### src/rtl/serial_link_pkg.sv
// Shared types and helpers for the serial nibble link.
// SERIAL_TX_PARITY_EN widens the bit counter to hold the extra parity bit.
package serial_link_pkg;

  typedef enum logic [1:0] {
    IDLE,
    SHIFT,
    PAR,
    DONE
  } tx_state_t;

  localparam int NBITS_LINK = 4;

  function automatic logic even_parity(input logic [15:0] word);
    return ^word;
  endfunction

  // With parity the frame carries NBITS+1 strobed bits, so bits_left must reach NBITS+1.
  function automatic int cnt_width(input int nbits);
`ifdef SERIAL_TX_PARITY_EN
    return $clog2(nbits + 2);
`else
    return $clog2(nbits + 1);
`endif
  endfunction

endpackage

### src/rtl/serial_nibble_tx_if.sv
// Load handshake and serial-side signals of the nibble transmitter.
interface serial_nibble_tx_if #(
  parameter int NBITS = 4,
  parameter int CNT_W = 3
) ();
  logic [NBITS-1:0] data_in;
  logic             load_valid;
  logic             load_ready;
  logic             ser_out;
  logic             ser_valid;
  logic             busy;
  logic             done;
  logic [CNT_W-1:0] bits_left;

  modport master (
    output data_in, load_valid,
    input  load_ready, ser_out, ser_valid, busy, done, bits_left
  );

  modport slave (
    input  data_in, load_valid,
    output load_ready, ser_out, ser_valid, busy, done, bits_left
  );
endinterface

### src/rtl/serial_nibble_tx.sv
// Parallel-to-serial transmitter: LSB-first, one strobed bit per clk_2 cycle.
// Optional even-parity trailer bit when SERIAL_TX_PARITY_EN is defined.
module serial_nibble_tx
  import serial_link_pkg::*;
#(
  parameter int NBITS = NBITS_LINK,
  parameter int CNT_W = cnt_width(NBITS)
) (
  input  logic                 clk_2,
  input  logic                 reset,
  serial_nibble_tx_if.slave    bus
);

  localparam logic [CNT_W-1:0] NB_C = CNT_W'(NBITS);
  localparam logic [CNT_W-1:0] ONE_C = CNT_W'(1);
`ifdef SERIAL_TX_PARITY_EN
  localparam logic [CNT_W-1:0] PAR_EXTRA = CNT_W'(1);
`else
  localparam logic [CNT_W-1:0] PAR_EXTRA = '0;
`endif

  tx_state_t        state_q;
  logic [NBITS-1:0] shreg_q;
  logic [CNT_W-1:0] cnt_q;
  logic [CNT_W-1:0] cnt_d;
  logic             load_ready_q;
  logic             ser_out_q;
  logic             ser_valid_q;
  logic             busy_q;
  logic             done_q;
  logic [CNT_W-1:0] bits_left_q;
`ifdef SERIAL_TX_PARITY_EN
  logic             par_q;
`endif

  assign cnt_d = cnt_q - ONE_C;

  // shreg_q holds only the bits not yet on the wire; ser_out_q already carries the current one.
  always_ff @(posedge clk_2) begin
    if (reset) begin
      state_q      <= IDLE;
      shreg_q      <= '0;
      cnt_q        <= '0;
      load_ready_q <= 1'b1;
      ser_out_q    <= 1'b0;
      ser_valid_q  <= 1'b0;
      busy_q       <= 1'b0;
      done_q       <= 1'b0;
      bits_left_q  <= '0;
`ifdef SERIAL_TX_PARITY_EN
      par_q        <= 1'b0;
`endif
    end else begin
      case (state_q)
        IDLE: begin
          if (bus.load_valid && load_ready_q) begin
            state_q      <= SHIFT;
            shreg_q      <= bus.data_in >> 1;
            cnt_q        <= NB_C;
            load_ready_q <= 1'b0;
            busy_q       <= 1'b1;
            ser_valid_q  <= 1'b1;
            ser_out_q    <= bus.data_in[0];
            bits_left_q  <= NB_C + PAR_EXTRA;
`ifdef SERIAL_TX_PARITY_EN
            par_q        <= even_parity(16'(bus.data_in));
`endif
          end
        end
        SHIFT: begin
          shreg_q <= shreg_q >> 1;
          cnt_q   <= cnt_d;
          if (cnt_q == ONE_C) begin
`ifdef SERIAL_TX_PARITY_EN
            state_q     <= PAR;
            ser_out_q   <= par_q;
            bits_left_q <= ONE_C;
`else
            state_q     <= DONE;
            ser_valid_q <= 1'b0;
            ser_out_q   <= 1'b0;
            done_q      <= 1'b1;
            bits_left_q <= '0;
`endif
          end else begin
            ser_out_q   <= shreg_q[0];
            bits_left_q <= cnt_d + PAR_EXTRA;
          end
        end
`ifdef SERIAL_TX_PARITY_EN
        PAR: begin
          state_q     <= DONE;
          ser_valid_q <= 1'b0;
          ser_out_q   <= 1'b0;
          done_q      <= 1'b1;
          bits_left_q <= '0;
        end
`endif
        DONE: begin
          state_q      <= IDLE;
          done_q       <= 1'b0;
          busy_q       <= 1'b0;
          load_ready_q <= 1'b1;
        end
        default: begin
          state_q      <= IDLE;
          load_ready_q <= 1'b1;
          busy_q       <= 1'b0;
          ser_valid_q  <= 1'b0;
          ser_out_q    <= 1'b0;
          done_q       <= 1'b0;
          bits_left_q  <= '0;
        end
      endcase
    end
  end

  assign bus.load_ready = load_ready_q;
  assign bus.ser_out    = ser_out_q;
  assign bus.ser_valid  = ser_valid_q;
  assign bus.busy       = busy_q;
  assign bus.done       = done_q;
  assign bus.bits_left  = bits_left_q;

endmodule
### src/flat_wrapper.sv
// flat-port wrapper written by rule: the top's interface ports become plain ports
module serial_nibble_tx_flat import serial_link_pkg::*;
#(
  parameter int NBITS = NBITS_LINK,
  parameter int CNT_W = cnt_width(NBITS)
)
  (clk_2, reset, bus_data_in, bus_load_valid, bus_load_ready, bus_ser_out, bus_ser_valid, bus_busy, bus_done, bus_bits_left);
  serial_nibble_tx_if #(.NBITS(NBITS), .CNT_W(CNT_W)) bus_i ();
  input  logic clk_2;
  input  logic reset;
  input wire logic [$bits(bus_i.data_in)-1:0] bus_data_in;
  input wire logic [$bits(bus_i.load_valid)-1:0] bus_load_valid;
  output wire logic [$bits(bus_i.load_ready)-1:0] bus_load_ready;
  output wire logic [$bits(bus_i.ser_out)-1:0] bus_ser_out;
  output wire logic [$bits(bus_i.ser_valid)-1:0] bus_ser_valid;
  output wire logic [$bits(bus_i.busy)-1:0] bus_busy;
  output wire logic [$bits(bus_i.done)-1:0] bus_done;
  output wire logic [$bits(bus_i.bits_left)-1:0] bus_bits_left;
  assign bus_i.data_in = bus_data_in;
  assign bus_i.load_valid = bus_load_valid;
  assign bus_load_ready = bus_i.load_ready;
  assign bus_ser_out = bus_i.ser_out;
  assign bus_ser_valid = bus_i.ser_valid;
  assign bus_busy = bus_i.busy;
  assign bus_done = bus_i.done;
  assign bus_bits_left = bus_i.bits_left;
  serial_nibble_tx #(.NBITS(NBITS), .CNT_W(CNT_W)) u_core (.clk_2(clk_2), .reset(reset), .bus(bus_i));
endmodule
### config.mk
export PLATFORM = sky130hd
export DESIGN_NAME = serial_nibble_tx_flat
export DESIGN_NICKNAME = d
export VERILOG_FILES = /design/src/rtl/serial_link_pkg.sv /design/src/rtl/serial_nibble_tx_if.sv /design/src/rtl/serial_nibble_tx.sv /design/src/flat_wrapper.sv
export SDC_FILE = /design/constraint.sdc
export NUM_CORES = 1
export LEC_CHECK = 0
export ABC_CLOCK_PERIOD_IN_PS = 3500
export CAP_MARGIN = 20
export CORE_AREA = 2 2 39 41
export DETAILED_ROUTE_END_ITERATION = 8
export DIE_AREA = 0 0 41 43
export DONT_BUFFER_PORTS = 1
export PLACE_DENSITY = 0.83
export SLEW_MARGIN = 10
export SYNTH_ARGS = -nofsm -noshare
export SYNTH_HDL_FRONTEND = slang
export SYNTH_SLANG_ARGS = --single-unit
### constraint.sdc
create_clock -name clk_2 -period 3.5 [get_ports clk_2]
set_input_delay 0.7 -clock clk_2 [delete_from_list [all_inputs] [get_ports clk_2]]
set_output_delay 0.7 -clock clk_2 [all_outputs]
set_load 0.02 [all_outputs]
==> Yosys cells after proc, flatten, opt, wreduce, memory -nomap -nowiden <==
Index checks and enable logic that the tools add are counted.
{ "word_totals": {"register_bits": 17, "input_bits": 7, "out_inout_bits": 8, "word_cells": 47} }
{ "classes": {"addsub": 1, "n_eq_ne": 5, "mux": 20, "bitwise_logic": 3, "reduce_logical": 9} }
{ "op_table": {"columns": ["op", "count"], "rows": [
  ["AND reduction 2 bit", 5],
  ["one-hot mux 3 bit (3 select lines)", 1],
  ["one-hot mux 4 bit (2 select lines)", 1],
  ["two-way mux 1 bit", 6],
  ["two-way mux 3 bit", 2],
  ["one-hot mux 1 bit (2 select lines)", 3],
  ["one-hot mux 1 bit (3 select lines)", 2],
  ["one-hot mux 3 bit (2 select lines)", 1],
  ["two-way mux 2 bit", 2],
  ["two-way mux 4 bit", 1],
  ["!= test 2 x 1 -> 1 bit (second input constant)", 2],
  ["one-hot mux 2 bit (2 select lines)", 1],
  ["== test 3 x 1 -> 1 bit (second input constant)", 1],
  ["inverter 1 bit", 3],
  ["AND reduction 3 bit", 1],
  ["subtractor 3 x 1 -> 3 bit (second input constant)", 1],
  ["== test 2 x 1 -> 1 bit (second input constant)", 1],
  ["== test 2 bit (second input constant)", 1],
  ["zero test 2 bit", 1],
  ["nonzero test 2 bit", 1],
  ["logical AND 1 bit", 1]
]} }

==> Longest topological paths before layout <==
Gate-level depths: netlist of the first run.
{ "logic_depth": {"ltp_word": 3, "ltp_mapped": 5, "ltp_nobuf": 5} }

==> Worst setup path after synthesis of the first run <==
No wires, ideal clock.
{ "synth_path": {"path_type": "input-to-reg", "start": "input port bus_load_valid", "end": "register u_core.bits_left_q[0], in the netlist u_core.bus.bits_left[0]", "setup_time_ns": 0.092, "t_arrival_ns": 1.263, "t_required_ns": 3.408, "slack_ns": 2.145, "cell_stages": 3, "n_path_buf": 0, "path_cell_list": "a21oi_2 mux2i_1 o32ai_1"} }
{ "synth_via": {"elab_chain_len": 3} }
{ "synth_rtl": {"columns": ["element", "line", "source"], "rows": [
  ["start: declaration", "flat_wrapper.sv:12", "input wire logic [$bits(bus_i.load_valid)-1:0] bus_load_valid;"],
  ["logical AND 1 bit", "serial_nibble_tx.sv:56", "if (bus.load_valid && load_ready_q) begin"],
  ["!= test 2 x 1 -> 1 bit (no line)", null, null],
  ["AND reduction 2 bit (no line)", null, null],
  ["end signal: assignment", "serial_nibble_tx.sv:64", "bits_left_q <= NB_C + PAR_EXTRA;"],
  ["end signal: assignment", "serial_nibble_tx.sv:87", "bits_left_q <= cnt_d + PAR_EXTRA;"],
  ["end: declaration", "serial_nibble_tx.sv:31", "logic [CNT_W-1:0] bits_left_q;"]
]} }
Every way passes these cells.
A chain may end at the register's enable or synchronous reset.

==> Worst setup path after layout of the first run <==
{ "layout_path": {"start": "register u_core.state_q[1]", "end": "register u_core.shreg_q[1]"} }
{ "layout_via": {"elab_chain_len": 3, "word_cells_on_any_way": 6, "classes_between": "eq/ne (2); mux (1); reduce/logical (3)"} }
{ "layout_rtl": {"columns": ["element", "line", "source"], "rows": [
  ["start: declaration", "serial_nibble_tx.sv:22", "tx_state_t state_q;"],
  ["start signal: assignment", "serial_nibble_tx.sv:41", "state_q <= IDLE;"],
  ["start signal: assignment", "serial_nibble_tx.sv:57", "state_q <= SHIFT;"],
  ["start signal: assignment", "serial_nibble_tx.sv:79", "state_q <= DONE;"],
  ["== test 2 x 1 -> 1 bit / zero test 2 bit (equally long branches)", "serial_nibble_tx.sv:54", "case (state_q)"],
  ["nonzero test 2 bit (no line) / != test 2 x 1 -> 1 bit (equally long branches)", null, null],
  ["AND reduction 2 bit (no line)", null, null],
  ["end signal: assignment", "serial_nibble_tx.sv:58", "shreg_q <= bus.data_in >> 1;"],
  ["end signal: assignment", "serial_nibble_tx.sv:71", "shreg_q <= shreg_q >> 1;"],
  ["end: declaration", "serial_nibble_tx.sv:23", "logic [NBITS-1:0] shreg_q;"]
]} }
Several ways; a longest one is shown, not always the timed one.

==> results.py, run 1 <==
metrics = {
    "cts": {
        "post_cts_buffers": 0,
        "numCtsBuffers": 3,
        "clk_path_buf_depth": 2,
        "hold_buffers": 0,
        "clkLatencyLatePin_ns": 0.29,
        "clkSlewWorstSetupHoldPaths_ns": 0.09,
        "root_buffer": "clkbuf_4",
        "cts_resized": 0,
        "clock_sinks": 16,
        "htree_levels": 1,
        "cts_tree": "done",
    },
    "setup_path": {
        "start_kind": "flip-flop",
        "cp_max_fo": 13,
        "cp_data_arrival_time_ns": 1.74,
        "cp.depth": 3,
        "crit_type": "flip-flop to flip-flop",
        "endpoint_kind": "flip-flop",
        "timing.rr.end": "u_core.shreg_q[1]",
        "cpPeakStageDelay_ns": 0.61,
        "crit_buf_inv": 0,
        "r2r_setup_slack_ns": 1.94,
        "critPathTopFamily": "flip-flops",
        "cp_cell_sequence": "nand2b_4, mux2_4, o311a_1",
        "cp.required_ns": 3.69,
        "cpMaxStageDelayCell": "dfxtp_1",
        "reg2reg_from": "u_core.state_q[1]",
        "r2r_cells": 3,
    },
    "timing": {
        "layout_min_cycle_time_ns": 1.556,
        "tightest_slew_ns": 0.4531,
        "finalSetupViolations": 0,
        "fmax_mhz": 642.6,
        "rsz0062_at_grt": "no",
        "period_share_pct": 44.46,
        "slew_headroom_pct": 69.76,
        "slew_viol_final": 0,
        "finalClockSkew_ns": 0.004207,
        "finalSetupTns_ns": 0,
        "final_hold_viol_count": 0,
    },
    "run_status": {
        "status": "finished clean",
    },
    "drt": {
        "ant_nets": 0,
        "vias_per_cell": 5.833,
        "vias": 560,
        "drt_iter0_markers": 8,
        "drc_errors": 0,
        "avgRoutedWirePerCell_um": 13.97,
        "wl_met3_um": 112,
        "drtPass1Iterations": 3,
        "wl_met1_um": 600,
        "routed_wl_mm": 1.341,
        "met2_length_um": 608,
        "top_layer": "met4",
    },
    "floorplanning": {
        "ios": 15,
        "fp.dieH_um": 43,
        "initial_core_util_pct": 53.16,
        "die-area_mm2": 0.001763,
        "fp.dieW_um": 41,
        "core_area_mm2": 0.001384,
        "rows": 14,
    },
    "global_route": {
        "grt_overflow": 0,
        "antenna_found_initial": 0,
        "grt_pass1_vias": 515,
        "grt_first_pass_wirelength_mm": 2.208,
        "grt_util_all_layers_pct": 18.89,
        "grt_max_degree": 15,
    },
    "logic_synthesis": {
        "syn_avg_cell_area_um2": 9.313,
        "yosysSeqAreaShare_pct": 43.54,
        "synthMuxAreaShare_pct": 5.442,
        "yosysUniqueCellTypes": 33,
        "synth_edf_count": 0,
        "synth_top_family_by_area": "compound AO/OA/AOI/OAI gates",
        "synth_compound_area_share_pct": 21.94,
        "ys_ff_latch": 16,
        "synthArstFlopShare_pct": 0,
        "ys.flop_type": "dfxtp_1",
        "postSynthCellCount": 79,
        "synth_fa_ha_area_share_pct": 3.401,
        "synth_xor_area_share_pct": 0,
        "synthSimpleGateAreaFrac_pct": 18.37,
        "synth_nets": 88,
        "ys_warn_count": 0,
        "syn_area_um2": 735.7,
    },
    "layout": {
        "layout-drive-gt1-share_pct": 12.50,
        "fill_cells": 127,
        "multi_input_area_um2": 361.6,
        "layout.area.seq_um2": 320.3,
        "antenna_cells": 0,
        "fin_util_pct": 56.06,
        "synthToLayoutAreaGrowth_pct": 5.442,
        "nets": 90,
    },
    "pwr": {
        "comb_power_share_pct": 14.8,
        "total_power_uw": 410.2,
        "sequentialPowerShare_pct": 55.2,
        "peakVddDrop_mv": 0.3092,
        "net-switching-power_uw": 116.7,
        "p_int_uw": 293.5,
        "p_clk_share_pct": 30.0,
        "p_per_area_mw_per_mm2": 528.8,
        "p_leak_uw": 0.0003105,
        "switching_share_pct": 28.44,
    },
    "hold_path": {
        "hold-path-cell-count": 1,
        "min_to": "u_core.cnt_q[0]",
        "min-delay-start": "reset",
        "hold_path_class": "input pin to flip-flop",
    },
    "placed_design": {
        "dp_hpwl_um": 979.6,
        "place_congestion": 0.7315,
        "io_buffers": 0,
    },
    "run": {
        "cap_violations": 0,
    },
}
[worst max-delay path by stage]
stage,start,to,slack [ns]
2_1_floorplan,bus_load_valid,u_core.bus.bits_left[0],2.14
6_report,u_core.state_q[1],u_core.shreg_q[1],1.94
3_3_place_gp,u_core.state_q[1],u_core.shreg_q[1],1.98
5_1_grt,u_core.state_q[1],u_core.shreg_q[1],1.87
3_5_place_dp,bus_load_valid,u_core.bus.bits_left[2],1.95
4_1_cts,u_core.state_q[1],u_core.shreg_q[1],1.95
[placed cells by master, fill, tap and decap left out]
| master | count |
|---|---|
| nor2b_2 | 1 |
| nor2_1 | 6 |
| clkbuf_4 | 3 |
| o21bai_1 | 2 |
| and3_1 | 1 |
| a21oi_2 | 1 |
| nor3b_1 | 1 |
| o311a_1 | 2 |
| nor2b_1 | 2 |
| nand3_1 | 1 |
| o32ai_1 | 4 |
| nand2b_4 | 1 |
| nand4_1 | 1 |
| a2bb2oi_1 | 1 |
| o21ai_0 | 1 |
| clkbuf_8 | 1 |
| a31oi_1 | 2 |
| mux2_4 | 2 |
| nand2_1 | 4 |
| dfxtp_1 | 16 |
| a211oi_1 | 2 |
| a311oi_1 | 1 |
| mux2i_1 | 1 |
| a21oi_1 | 2 |
| or3b_2 | 1 |
| nor3_1 | 2 |
| ha_1 | 2 |
| o21a_1 | 2 |
| or3_1 | 2 |
| nand2b_1 | 1 |
| o31ai_1 | 1 |
| inv_1 | 10 |
[layout make-up]
| type | instances | share of cell area (%) |
|---|---|---|
| Clock buffer | 4 | 4.677 |
| Multi-Input combinational cell | 50 | 46.61 |
| Inverter | 10 | 4.839 |
| Tap cell | 16 | 2.581 |
| Sequential cell | 16 | 41.29 |
[power groups by stage]
stage                     sequential, µW  clock (µW)  combinational, µW
after floorplan                      226           0               55.5
after global placement               230           0               57.7
after detailed placement             231           0               60.6
after CTS                            227         125               61.1
after global routing                 231         132               68.6
final                                227         123               60.6
[cell families after synthesis]
group	count (synthesis)
and+or+nand+nor	24
AOI/OAI and AO/OA	21
DFF	16
buffers and inverters	13
muxes	3
adders and majority gates	2
[flip-flops by register name, indices dropped and copies added (netlist names)]
signal / count
u_core.bus.bits_left: 3
u_core.bus.busy: 1
u_core.bus.done: 1
u_core.bus.load_ready: 1
u_core.bus.ser_out: 1
u_core.bus.ser_valid: 1
u_core.cnt_q: 3
u_core.shreg_q: 3
u_core.state_q: 2
[worst register-to-register path, stage by stage (launching register included)]
cell and delay, ns:
dfxtp_1 0.61, nand2b_4 0.26, mux2_4 0.30, o311a_1 0.28
[metrics by stage]
stage          std cells  hold slack [ns]  worst slack, ns  instance area [µm²]
2_1_floorplan         79           0.4526            2.145                735.7
3_3_place_gp          92           0.4721            1.982                739.5
3_5_place_dp          92           0.4874            1.949                739.5
4_1_cts               96           0.4598            1.947                775.7
5_1_grt               96           0.4523            1.872                775.7
6_report              96           0.4623            1.944                775.7
[Yosys cell counts (2+ instances only)]
library cell | instances | share of area [%]
dfxtp_1 | 16 | 44
o32ai_1 | 4 | 4.8
mux2_4 | 2 | 4.1
a31oi_1 | 2 | 1.7
o21bai_1 | 2 | 2.0
o21a_1 | 2 | 2.0
inv_1 | 10 | 5.1
a21oi_1 | 2 | 1.4
nand2_1 | 4 | 2.0
ha_1 | 2 | 3.4
nor2b_1 | 2 | 1.7
nor2_1 | 6 | 3.1
or3_1 | 2 | 1.7
a211oi_1 | 2 | 2.0
nor3_1 | 2 | 1.4
o311a_1 | 2 | 2.7
[metal layers]
layer	GRT usage (%)	up-vias
met2	26.56	17
met1	23.93	252
met3	8.901	5
met4	8.000	0
met5	0	-
li1	-	286
Power figures use the tool's default switching activity.
==> inputs of run 2 (changes only) <==
--- a/config.mk
+++ b/config.mk
@@ -5,7 +5,7 @@
 export SDC_FILE = /design/constraint.sdc
 export NUM_CORES = 1
 export LEC_CHECK = 0
-export ABC_CLOCK_PERIOD_IN_PS = 3500
+export ABC_CLOCK_PERIOD_IN_PS = 1600
 export CAP_MARGIN = 20
 export CORE_AREA = 2 2 39 41
 export DETAILED_ROUTE_END_ITERATION = 8
==> constraint.sdc (replaced) <==
create_clock -name clk_2 -period 1.6 [get_ports clk_2]
set_input_delay 0.32 -clock clk_2 [delete_from_list [all_inputs] [get_ports clk_2]]
set_output_delay 0.32 -clock clk_2 [all_outputs]
set_load 0.02 [all_outputs]
==> results.py, run 2 (same netlist as run 1, synthesis figures left out) <==
metrics = {
    "run_status": {
        "status": "finished clean",
    },
    "drt": {
        "vias_per_cell": 5.854,
        "avgRoutedWirePerCell_um": 14.18,
        "routed_wl_mm": 1.361,
        "vias": 562,
        "drc_errors": 0,
        "drtPass1Iterations": 4,
        "drt_iter0_markers": 9,
        "ant_nets": 0,
    },
    "hold_path": {
        "min-delay-start": "reset",
        "min_to": "u_core.shreg_q[2]",
        "hold-path-cell-count": 1,
        "hold_path_class": "input pin to flip-flop",
    },
    "pwr": {
        "p_leak_uw": 0.0003087,
        "p_per_area_mw_per_mm2": 1085,
        "peakVddDrop_mv": 0.4567,
        "sequentialPowerShare_pct": 59.3,
        "p_int_uw": 591.7,
        "switching_share_pct": 29.15,
        "net-switching-power_uw": 243.5,
        "p_clk_share_pct": 24.5,
        "total_power_uw": 835.2,
        "comb_power_share_pct": 16.1,
    },
    "cts": {
        "htree_levels": 1,
        "hold_buffers": 0,
        "post_cts_buffers": 0,
        "clk_path_buf_depth": 2,
        "clkSlewWorstSetupHoldPaths_ns": 0.09,
        "clock_sinks": 16,
        "cts_tree": "done",
        "cts_resized": 0,
        "numCtsBuffers": 3,
        "root_buffer": "clkbuf_4",
        "clkLatencyLatePin_ns": 0.28,
    },
    "layout": {
        "mostFrequentLayoutCells": "dfxtp_1, inv_1, nor2_1",
        "fill_cells": 129,
        "nets": 91,
        "synthToLayoutAreaGrowth_pct": 4.592,
        "layout-drive-gt1-share_pct": 12.50,
        "postLayoutCellArea_um2": 769.5,
        "final_cells": 96,
        "final_common_cell": "dfxtp_1",
        "antenna_cells": 0,
    },
    "setup_path": {
        "cp_max_fo": 5,
        "start_kind": "flip-flop",
        "crit_type": "flip-flop to flip-flop",
        "cp.required_ns": 1.78,
        "cp_data_arrival_time_ns": 1.59,
        "r2r_cells": 4,
        "reg2reg_from": "u_core.cnt_q[0]",
        "r2r_setup_slack_ns": 0.19,
        "timing.rr.end": "u_core.bus.ser_valid",
        "endpoint_kind": "flip-flop",
    },
    "floorplanning": {
        "fp.dieW_um": 41,
        "fp.dieH_um": 43,
        "ios": 15,
        "die-area_mm2": 0.001763,
        "core_area_mm2": 0.001384,
        "initial_core_util_pct": 53.16,
        "rows": 14,
    },
    "run": {
        "cap_violations": 0,
    },
    "placed_design": {
        "dp_hpwl_um": 995.6,
        "dpl.cell_count": 93,
        "place_congestion": 0.7446,
        "io_buffers": 0,
        "dp_worst_setup_slack_ns": 0.1849,
        "placed_cell_area_um2": 747.0,
    },
    "global_route": {
        "grt_first_pass_wirelength_mm": 2.263,
        "grt_util_all_layers_pct": 19.09,
        "antenna_found_initial": 0,
        "grt_overflow": 0,
        "grt_max_degree": 15,
        "grt_pass1_vias": 544,
    },
    "timing": {
        "final_hold_viol_count": 0,
        "slew_headroom_pct": 70.91,
        "setup_slack_ns": 0.1881,
        "finalSetupViolations": 0,
        "period_share_pct": 88.24,
        "fmax_mhz": 708.3,
        "rsz0062_at_grt": "no",
        "finalClockSkew_ns": 0.004118,
        "slew_viol_final": 0,
        "layout_min_cycle_time_ns": 1.412,
        "finalSetupTns_ns": 0,
        "tightest_slew_ns": 0.4358,
    },
}
## run 2: how the worst max path moves through the flow
| stage | to | startpoint | slack, ns |
|---|---|---|---|
| after floorplan | u_core.bus.ser_valid | u_core.cnt_q[0] | 0.28 |
| after global placement | u_core.bus.ser_valid | u_core.cnt_q[0] | 0.21 |
| after detailed placement | u_core.bus.ser_valid | u_core.cnt_q[0] | 0.18 |
| after CTS | u_core.bus.ser_valid | u_core.cnt_q[0] | 0.17 |
| after global routing | u_core.bus.ser_valid | u_core.cnt_q[0] | 0.10 |
| final | u_core.bus.ser_valid | u_core.cnt_q[0] | 0.19 |
## run 2: power groups by stage
stage          clock network [µW]  logic, µW  registers [µW]
3_3_place_gp                    0        129             503
5_1_grt                       221        152             504
6_report                      205        135             496
4_1_cts                       210        137             496
3_5_place_dp                    0        134             506
2_1_floorplan                   0        121             493
## run 2: layout make-up
type / instances / area, µm² / share of cell area [%]
flip-flops and latches: 16 / 320.3 / 41.63
well taps: 16 / 20.02 / 2.602
inverters: 10 / 37.54 / 4.878
clock buffers: 3 / 22.52 / 2.927
multi-input cells: 50 / 361.6 / 46.99
repair buffers: 1 / 7.507 / 0.9756
## run 2: metrics by stage
step | utilization [%] | hold slack [ns]
after CTS | 55.61 | 0.08672
after global placement | 53.98 | 0.3945
final | 55.61 | 0.09099
after floorplan | - | 0.4294
after global routing | 55.61 | 0.07998
after detailed placement | 53.98 | 0.3938
## run 2: worst max-delay path, cell delays in order (launching register included)
cell     delay, ns
dfxtp_1       0.40
ha_1          0.20
or3b_2        0.45
a31oi_1       0.19
nor3_1        0.07
## run 2: layer usage
metal  up-vias  track usage, %  share of wire [%]
li1        286               -                  -
met1       256           24.59                 46
met2        18           26.56                 46
met3         2           7.330                6.6
met4         0           10.00                1.4
met5         -               0                  0
